`src/rtl/lifo_reverser_pkg.sv`:
```
// Shared types and defaults for the LIFO-based frame reverser and its LIFO partner.
// Holds the FSM state encoding, default widths and the counter-width helper.
package lifo_reverser_pkg;

  localparam int DEF_DATA_W    = 10;
  localparam int DEF_LIFO_SIZE = 6;

  typedef enum logic {
    FILL  = 1'b0,
    DRAIN = 1'b1
  } state_t;

  // A counter that must reach the full depth needs one state more than the depth.
  function automatic int cnt_width(input int size);
    return $clog2(size + 1);
  endfunction

endpackage

```
`src/rtl/lifo_reverser_if.sv`:
```
// Bundles the upstream stream, downstream stream, LIFO port and status flags
// of the reverser so the block and its environment share one connection.
interface lifo_reverser_if #(
  parameter int DATA_W = lifo_reverser_pkg::DEF_DATA_W
);

  // Handshake: a word moves on a rising clock edge exactly when valid & ready
  // are both high; once valid rises, data/last stay stable until that edge.
  logic              in_valid;
  logic [DATA_W-1:0] in_data;
  logic              in_last;
  logic              in_ready;

  logic              out_valid;
  logic [DATA_W-1:0] out_data;
  logic              out_last;
  logic              out_ready;

  logic              lifo_write;
  logic              lifo_read;
  logic [DATA_W-1:0] lifo_datain;
  logic [DATA_W-1:0] lifo_dataout;
  logic              lifo_val;
  logic              lifo_full;

  logic              ovf;
  logic              err;

  modport slave (
    input  in_valid, in_data, in_last, out_ready,
    input  lifo_dataout, lifo_val, lifo_full,
    output in_ready, out_valid, out_data, out_last,
    output lifo_write, lifo_read, lifo_datain,
    output ovf, err
  );

  modport master (
    output in_valid, in_data, in_last, out_ready,
    output lifo_dataout, lifo_val, lifo_full,
    input  in_ready, out_valid, out_data, out_last,
    input  lifo_write, lifo_read, lifo_datain,
    input  ovf, err
  );

endinterface

```
`src/rtl/lifo_reverser.sv`:
```
// Frame reverser: fills an external LIFO with one upstream frame, then drains it
// word by word so the frame leaves in reverse order, the first-written word last.
module lifo_reverser
  import lifo_reverser_pkg::*;
#(
  parameter int DATA_W    = DEF_DATA_W,
  parameter int LIFO_SIZE = DEF_LIFO_SIZE
) (
  input  logic                               clock,
  input  logic                               reset,
  lifo_reverser_if.slave                     bus,
  output state_t                             state_dbg,
  output logic [cnt_width(LIFO_SIZE)-1:0]    cnt_dbg
);

  localparam int CNT_W = cnt_width(LIFO_SIZE);
  localparam logic [CNT_W-1:0] MAX_CNT   = CNT_W'(LIFO_SIZE);
  localparam logic [CNT_W-1:0] LAST_SLOT = CNT_W'(LIFO_SIZE - 1);
  localparam logic [CNT_W-1:0] ONE       = CNT_W'(1);

  state_t            state;
  state_t            state_nxt;
  logic [CNT_W-1:0]  cnt;
  logic [CNT_W-1:0]  cnt_nxt;
  logic              run;
  logic              pending;
  logic              pop_last;
  logic              out_valid_q;
  logic              out_last_q;
  logic [DATA_W-1:0] out_data_q;
  logic              err_q;

  logic              in_ready_c;
  logic              write_c;
  logic              read_c;
  logic              ovf_c;
  logic              out_acc;
  logic              bad_val;

  assign out_acc = out_valid_q & bus.out_ready;
  // Either an unsolicited LIFO word or a missing one after a pop.
  assign bad_val = (bus.lifo_val & ~pending) | (pending & ~bus.lifo_val);

  always_comb begin
    state_nxt  = state;
    cnt_nxt    = cnt;
    in_ready_c = 1'b0;
    write_c    = 1'b0;
    read_c     = 1'b0;
    ovf_c      = 1'b0;
    case (state)
      FILL: begin
        // run keeps the upstream port closed while reset is held.
        in_ready_c = run & (cnt < MAX_CNT) & ~bus.lifo_full;
        if (bus.in_valid && in_ready_c) begin
          write_c = 1'b1;
          cnt_nxt = cnt + ONE;
          if (bus.in_last) begin
            state_nxt = DRAIN;
          end else if (cnt == LAST_SLOT) begin
            state_nxt = DRAIN;
            ovf_c     = 1'b1;
          end
        end
      end
      DRAIN: begin
        if ((cnt != '0) && !pending && !out_valid_q) begin
          read_c  = 1'b1;
          cnt_nxt = cnt - ONE;
        end
        if (out_acc && out_last_q) begin
          state_nxt = FILL;
        end
      end
      default: begin
        state_nxt = FILL;
      end
    endcase
  end

  always_ff @(posedge clock or negedge reset) begin
    if (!reset) begin
      state    <= FILL;
      cnt      <= '0;
      run      <= 1'b0;
      pending  <= 1'b0;
      pop_last <= 1'b0;
      err_q    <= 1'b0;
    end else begin
      state <= state_nxt;
      cnt   <= cnt_nxt;
      run   <= 1'b1;
      if (read_c) begin
        pending  <= 1'b1;
        pop_last <= (cnt == ONE);
      end else begin
        pending <= 1'b0;
      end
      if (bad_val) begin
        err_q <= 1'b1;
      end
    end
  end

  // Output register: loaded from the LIFO the cycle after a pop, held until taken.
  always_ff @(posedge clock or negedge reset) begin
    if (!reset) begin
      out_valid_q <= 1'b0;
      out_last_q  <= 1'b0;
      out_data_q  <= '0;
    end else if (pending && bus.lifo_val) begin
      out_valid_q <= 1'b1;
      out_last_q  <= pop_last;
      out_data_q  <= bus.lifo_dataout;
    end else if (out_acc) begin
      out_valid_q <= 1'b0;
      out_last_q  <= 1'b0;
    end
  end

  assign bus.in_ready    = in_ready_c;
  assign bus.lifo_write  = write_c;
  assign bus.lifo_read   = read_c;
  assign bus.lifo_datain = write_c ? bus.in_data : '0;
  assign bus.ovf         = ovf_c;
  assign bus.err         = err_q;
  assign bus.out_valid   = out_valid_q;
  assign bus.out_data    = out_data_q;
  assign bus.out_last    = out_last_q;

  assign state_dbg = state;
  assign cnt_dbg   = cnt;

endmodule
```
`src/flat_wrapper.sv`:
```
// flat-port wrapper written by rule: the top's interface ports become plain ports
module lifo_reverser_flat import lifo_reverser_pkg::*;
#(
  parameter int DATA_W    = DEF_DATA_W,
  parameter int LIFO_SIZE = DEF_LIFO_SIZE
)
  (clock, reset, state_dbg, cnt_dbg, bus_in_valid, bus_in_data, bus_in_last, bus_out_ready, bus_lifo_dataout, bus_lifo_val, bus_lifo_full, bus_in_ready, bus_out_valid, bus_out_data, bus_out_last, bus_lifo_write, bus_lifo_read, bus_lifo_datain, bus_ovf, bus_err);
  lifo_reverser_if #(.DATA_W(DATA_W)) bus_i ();
  input  logic clock;
  input  logic reset;
  output state_t state_dbg;
  output logic [cnt_width(LIFO_SIZE)-1:0] cnt_dbg;
  input wire logic [$bits(bus_i.in_valid)-1:0] bus_in_valid;
  input wire logic [$bits(bus_i.in_data)-1:0] bus_in_data;
  input wire logic [$bits(bus_i.in_last)-1:0] bus_in_last;
  input wire logic [$bits(bus_i.out_ready)-1:0] bus_out_ready;
  input wire logic [$bits(bus_i.lifo_dataout)-1:0] bus_lifo_dataout;
  input wire logic [$bits(bus_i.lifo_val)-1:0] bus_lifo_val;
  input wire logic [$bits(bus_i.lifo_full)-1:0] bus_lifo_full;
  output wire logic [$bits(bus_i.in_ready)-1:0] bus_in_ready;
  output wire logic [$bits(bus_i.out_valid)-1:0] bus_out_valid;
  output wire logic [$bits(bus_i.out_data)-1:0] bus_out_data;
  output wire logic [$bits(bus_i.out_last)-1:0] bus_out_last;
  output wire logic [$bits(bus_i.lifo_write)-1:0] bus_lifo_write;
  output wire logic [$bits(bus_i.lifo_read)-1:0] bus_lifo_read;
  output wire logic [$bits(bus_i.lifo_datain)-1:0] bus_lifo_datain;
  output wire logic [$bits(bus_i.ovf)-1:0] bus_ovf;
  output wire logic [$bits(bus_i.err)-1:0] bus_err;
  assign bus_i.in_valid = bus_in_valid;
  assign bus_i.in_data = bus_in_data;
  assign bus_i.in_last = bus_in_last;
  assign bus_i.out_ready = bus_out_ready;
  assign bus_i.lifo_dataout = bus_lifo_dataout;
  assign bus_i.lifo_val = bus_lifo_val;
  assign bus_i.lifo_full = bus_lifo_full;
  assign bus_in_ready = bus_i.in_ready;
  assign bus_out_valid = bus_i.out_valid;
  assign bus_out_data = bus_i.out_data;
  assign bus_out_last = bus_i.out_last;
  assign bus_lifo_write = bus_i.lifo_write;
  assign bus_lifo_read = bus_i.lifo_read;
  assign bus_lifo_datain = bus_i.lifo_datain;
  assign bus_ovf = bus_i.ovf;
  assign bus_err = bus_i.err;
  lifo_reverser #(.DATA_W(DATA_W), .LIFO_SIZE(LIFO_SIZE)) u_core (.clock(clock), .reset(reset), .bus(bus_i), .state_dbg(state_dbg), .cnt_dbg(cnt_dbg));
endmodule
```
`config.mk`:
```
export PLATFORM = sky130hd
export DESIGN_NAME = lifo_reverser_flat
export DESIGN_NICKNAME = d
export VERILOG_FILES = /design/src/rtl/lifo_reverser_pkg.sv /design/src/rtl/lifo_reverser_if.sv /design/src/rtl/lifo_reverser.sv /design/src/flat_wrapper.sv
export SDC_FILE = /design/constraint.sdc
export NUM_CORES = 1
export LEC_CHECK = 0
export BUFFER_PORTS_ARGS = -buffer_cell sky130_fd_sc_hd__buf_2
export CORE_AREA = 2 2 60 62
export CTS_BUF_LIST = sky130_fd_sc_hd__clkbuf_8
export DETAILED_ROUTE_END_ITERATION = 6
export DIE_AREA = 0 0 62 64
export GPL_TIMING_DRIVEN = 1
export SYNTH_ARGS = -nofsm -noshare
export SYNTH_HDL_FRONTEND = slang
export SYNTH_SLANG_ARGS = --single-unit
export TNS_END_PERCENT = 1
```
`constraint.sdc`:
```
create_clock -name clock -period 2 [get_ports clock]
set_clock_uncertainty 0.15 [all_clocks]
set_input_delay 0.1 -clock clock [delete_from_list [all_inputs] [get_ports clock]]
set_output_delay 0.1 -clock clock [all_outputs]
set_load 0.01 [all_outputs]
```
==> impl_metrics.tcl <==
set metrics [dict create \
    status "finished, final reports clean" \
    placed_cell_area_um2 1280 \
    use_met3_pct 4.25 \
    n_antenna_cell 0 \
    final_common_cell "buf_2" \
    worstSetupEndpointType "output pin" \
    pre_cts_ws_ns 0.409 \
    crit_type "flip-flop to output pin" \
    fin_setup_tns_ns 0 \
    grt_antenna_before_repair 0 \
    grt_max_degree 21 \
    worstPathRequired_ns 1.75 \
    die_w_um 62 \
    fin_crit_ns 1.81 \
    wl_per_cell_um 11.3 \
    ctsHtreeMaxLevel 1 \
    ys_seq_elements 20 \
    report.final.hold_viol_count 0 \
    grt_use_met1_pct 13.4 \
    max-vdd-ir-drop_v 0.000316 \
    rows 21 \
    post-dp-hpwl_um 1750 \
    stdcell_area_um2 1440 \
    firstDrtPassIters 3 \
    grt_pass1_vias 817 \
    ys_seq_area_share_pct 52.6 \
    slew_violations 0 \
    synth_cells 81 \
    layout-drive-gt1-share_pct 49.7 \
    drc_errors 0 \
    via_per_inst 4.19 \
    tightest_slew_ns 0.578 \
    critPathLaunchType "flip-flop" \
    gp_congestion 0.813 \
    cp_max_fo 11 \
    max_freq_mhz 553 \
    multi_input_area_um2 417 \
    area_delta_synth_final_pct 51.2 \
    cts_resized 0 \
    fillCellCount 329 \
    cts-root-buf "clkbuf_8" \
    port_buffers 57 \
    vias 825 \
    top_level_ports 58 \
    grt.busiest_layer "met2" \
    drt-initial-drc-count 31 \
    met2_usage_pct 21.7 \
    cts_made_buffers 3 \
    seqCellArea_um2 500 \
    powerDensity_nw_per_um2 494 \
    ys_warn_count 0 \
    period_share_pct 90.5 \
    core_um2 3280 \
    die_h_um 64 \
    syn_nets 113 \
    critPathArrivalTime_ns 1.56 \
    rr_worst_depth 2 \
    ys_types 24 \
    clk_latency_ns 0.25 \
    max-slew-margin-rel_pct 61.5 \
    initial_core_util_pct 29.0 \
    drv_cap 0 \
    hp-class "input port to flip-flop" \
    p_leak_nw 0.806 \
    layout_common_cells "57 x buf_2, 20 x dfrtp_1, 12 x dlygate4sd3_1, 11 x and2_1, 10 x mux2_2" \
    cts_tree "built" \
    cts.sinks 20 \
    finalWirelength_um 2230 \
    syn_area_per_cell_um2 11.8 \
    cts_buffer_depth 2 \
    clk_pin_slew_worst_paths_ns 0.07 \
    gr-usage-all-layers_pct 12.1 \
    setup_ws_ns 0.190 \
    setup_viol 0 \
    rsz0062_at_grt "false" \
    grt-ovfl-total 0 \
    fp.dieArea_um2 3970 \
    syn_area_um2 952 \
    grt_pass1_wl_um 3560 \
    hold_slack_ns 0.00413 \
    whs_path_depth 3 \
    nets 185 \
    drtAntennaViolNets 0 \
]
## final cells by class
cell class	instances	share of cell area [%]
clock buffers	3	2.87
inverters	5	1.30
multi-input cells	54	28.9
flip-flops and latches	20	34.8
well taps	46	4.00
repair buffers	69	28.1
## worst max-delay path, stage by stage (launching register included)
cell and delay (ns):
dfrtp_1 0.46, a211oi_2 0.29, nand3_2 0.16, inv_2 0.14
and2_1 0.14, buf_2 0.13
## where the power goes
part	total, mW	internal [mW]	switching (mW)
logic	0.0521	0.0338	0.0184
clock network	0.253	0.134	0.120
registers	0.406	0.405	0.000607
total	0.712	0.573	0.139
## cells in the mapped netlist, drive strengths merged
| master | count | share of area (%) |
|---|---|---|
| a211oi | 1 | 1.3 |
| a21o | 1 | 0.79 |
| a21oi | 2 | 1.4 |
| and2 | 11 | 7.2 |
| buf | 2 | 1.7 |
| conb | 1 | 0.39 |
| dfrtp | 20 | 53 |
| ha | 5 | 6.6 |
| inv | 5 | 2.0 |
| mux2 | 10 | 12 |
| mux2i | 2 | 2.1 |
| nand2 | 7 | 2.8 |
| nand2b | 2 | 1.3 |
| nand3 | 3 | 2.1 |
| nor2 | 1 | 0.39 |
| nor3 | 1 | 0.53 |
| o21ai | 3 | 1.6 |
| or2 | 1 | 0.66 |
| xnor2 | 2 | 1.8 |
| xor2 | 1 | 0.92 |
## cell families (layout without fill, tap and decap cells)
kind of cell	Yosys count	after routing	share of synthesized area, %
flip-flops	20	20	52.6
XOR/XNOR	3	3	2.76
adder cells (fa/ha/maj)	5	5	6.57
buffers and inverters	7	77	3.68
AND/OR/NAND/NOR	26	26	15.0
AO/OA/AOI/OAI	7	7	5.12
other	1	1	0.394
multiplexers	12	12	13.9
## routing by layer
metal  wire (µm)  up-vias  part of all wire (%)
met3         169        2                   7.6
met4           8        0                  0.36
met1         849      386                    38
met2        1210       34                    54
met5           0        -                     0
li1            -      403                     -
## what timing repair did
item / CTS / global route
buffers inserted: 0 / 0
setup endpoints to repair: 0 / 0
hold buffers: 12 / 0
endpoints found under the hold margin: 31 / 0
## flip-flops by register name, summed over array words and instances, names as in the netlist
signal and count:
u_core.bus.out_data 10, u_core.cnt_dbg 3, u_core.bus.err 1, u_core.bus.out_last 1
u_core.bus.out_valid 1, u_core.pending 1, u_core.pop_last 1, u_core.run 1
u_core.state_dbg 1
## path summary, 6_finish.rpt
check	end	slack [ns]	start
max	bus_lifo_datain[8]	0.19	u_core.cnt_dbg[2]
min	u_core.bus.err	0.004	bus_lifo_val
max reg2reg	u_core.bus.out_data[5]	0.44	u_core.pending
min reg2reg	u_core.bus.err	0.33	u_core.bus.err
max in group asynchronous	u_core.bus.out_data[3]	1.23	reset
min in group asynchronous	u_core.cnt_dbg[0]	0.18	reset
## per-stage QoR
stage / total power [mW] / cells / util (%)
after floorplan: 0.415 / 81 / -
final: 0.712 / 197 / 43.8
after detailed placement: 0.449 / 182 / 38.9
after global placement: 0.447 / 182 / 38.9
after global routing: 0.749 / 197 / 43.8
after CTS: 0.725 / 197 / 43.8
No activity file was read; power rests on OpenSTA's default activity.
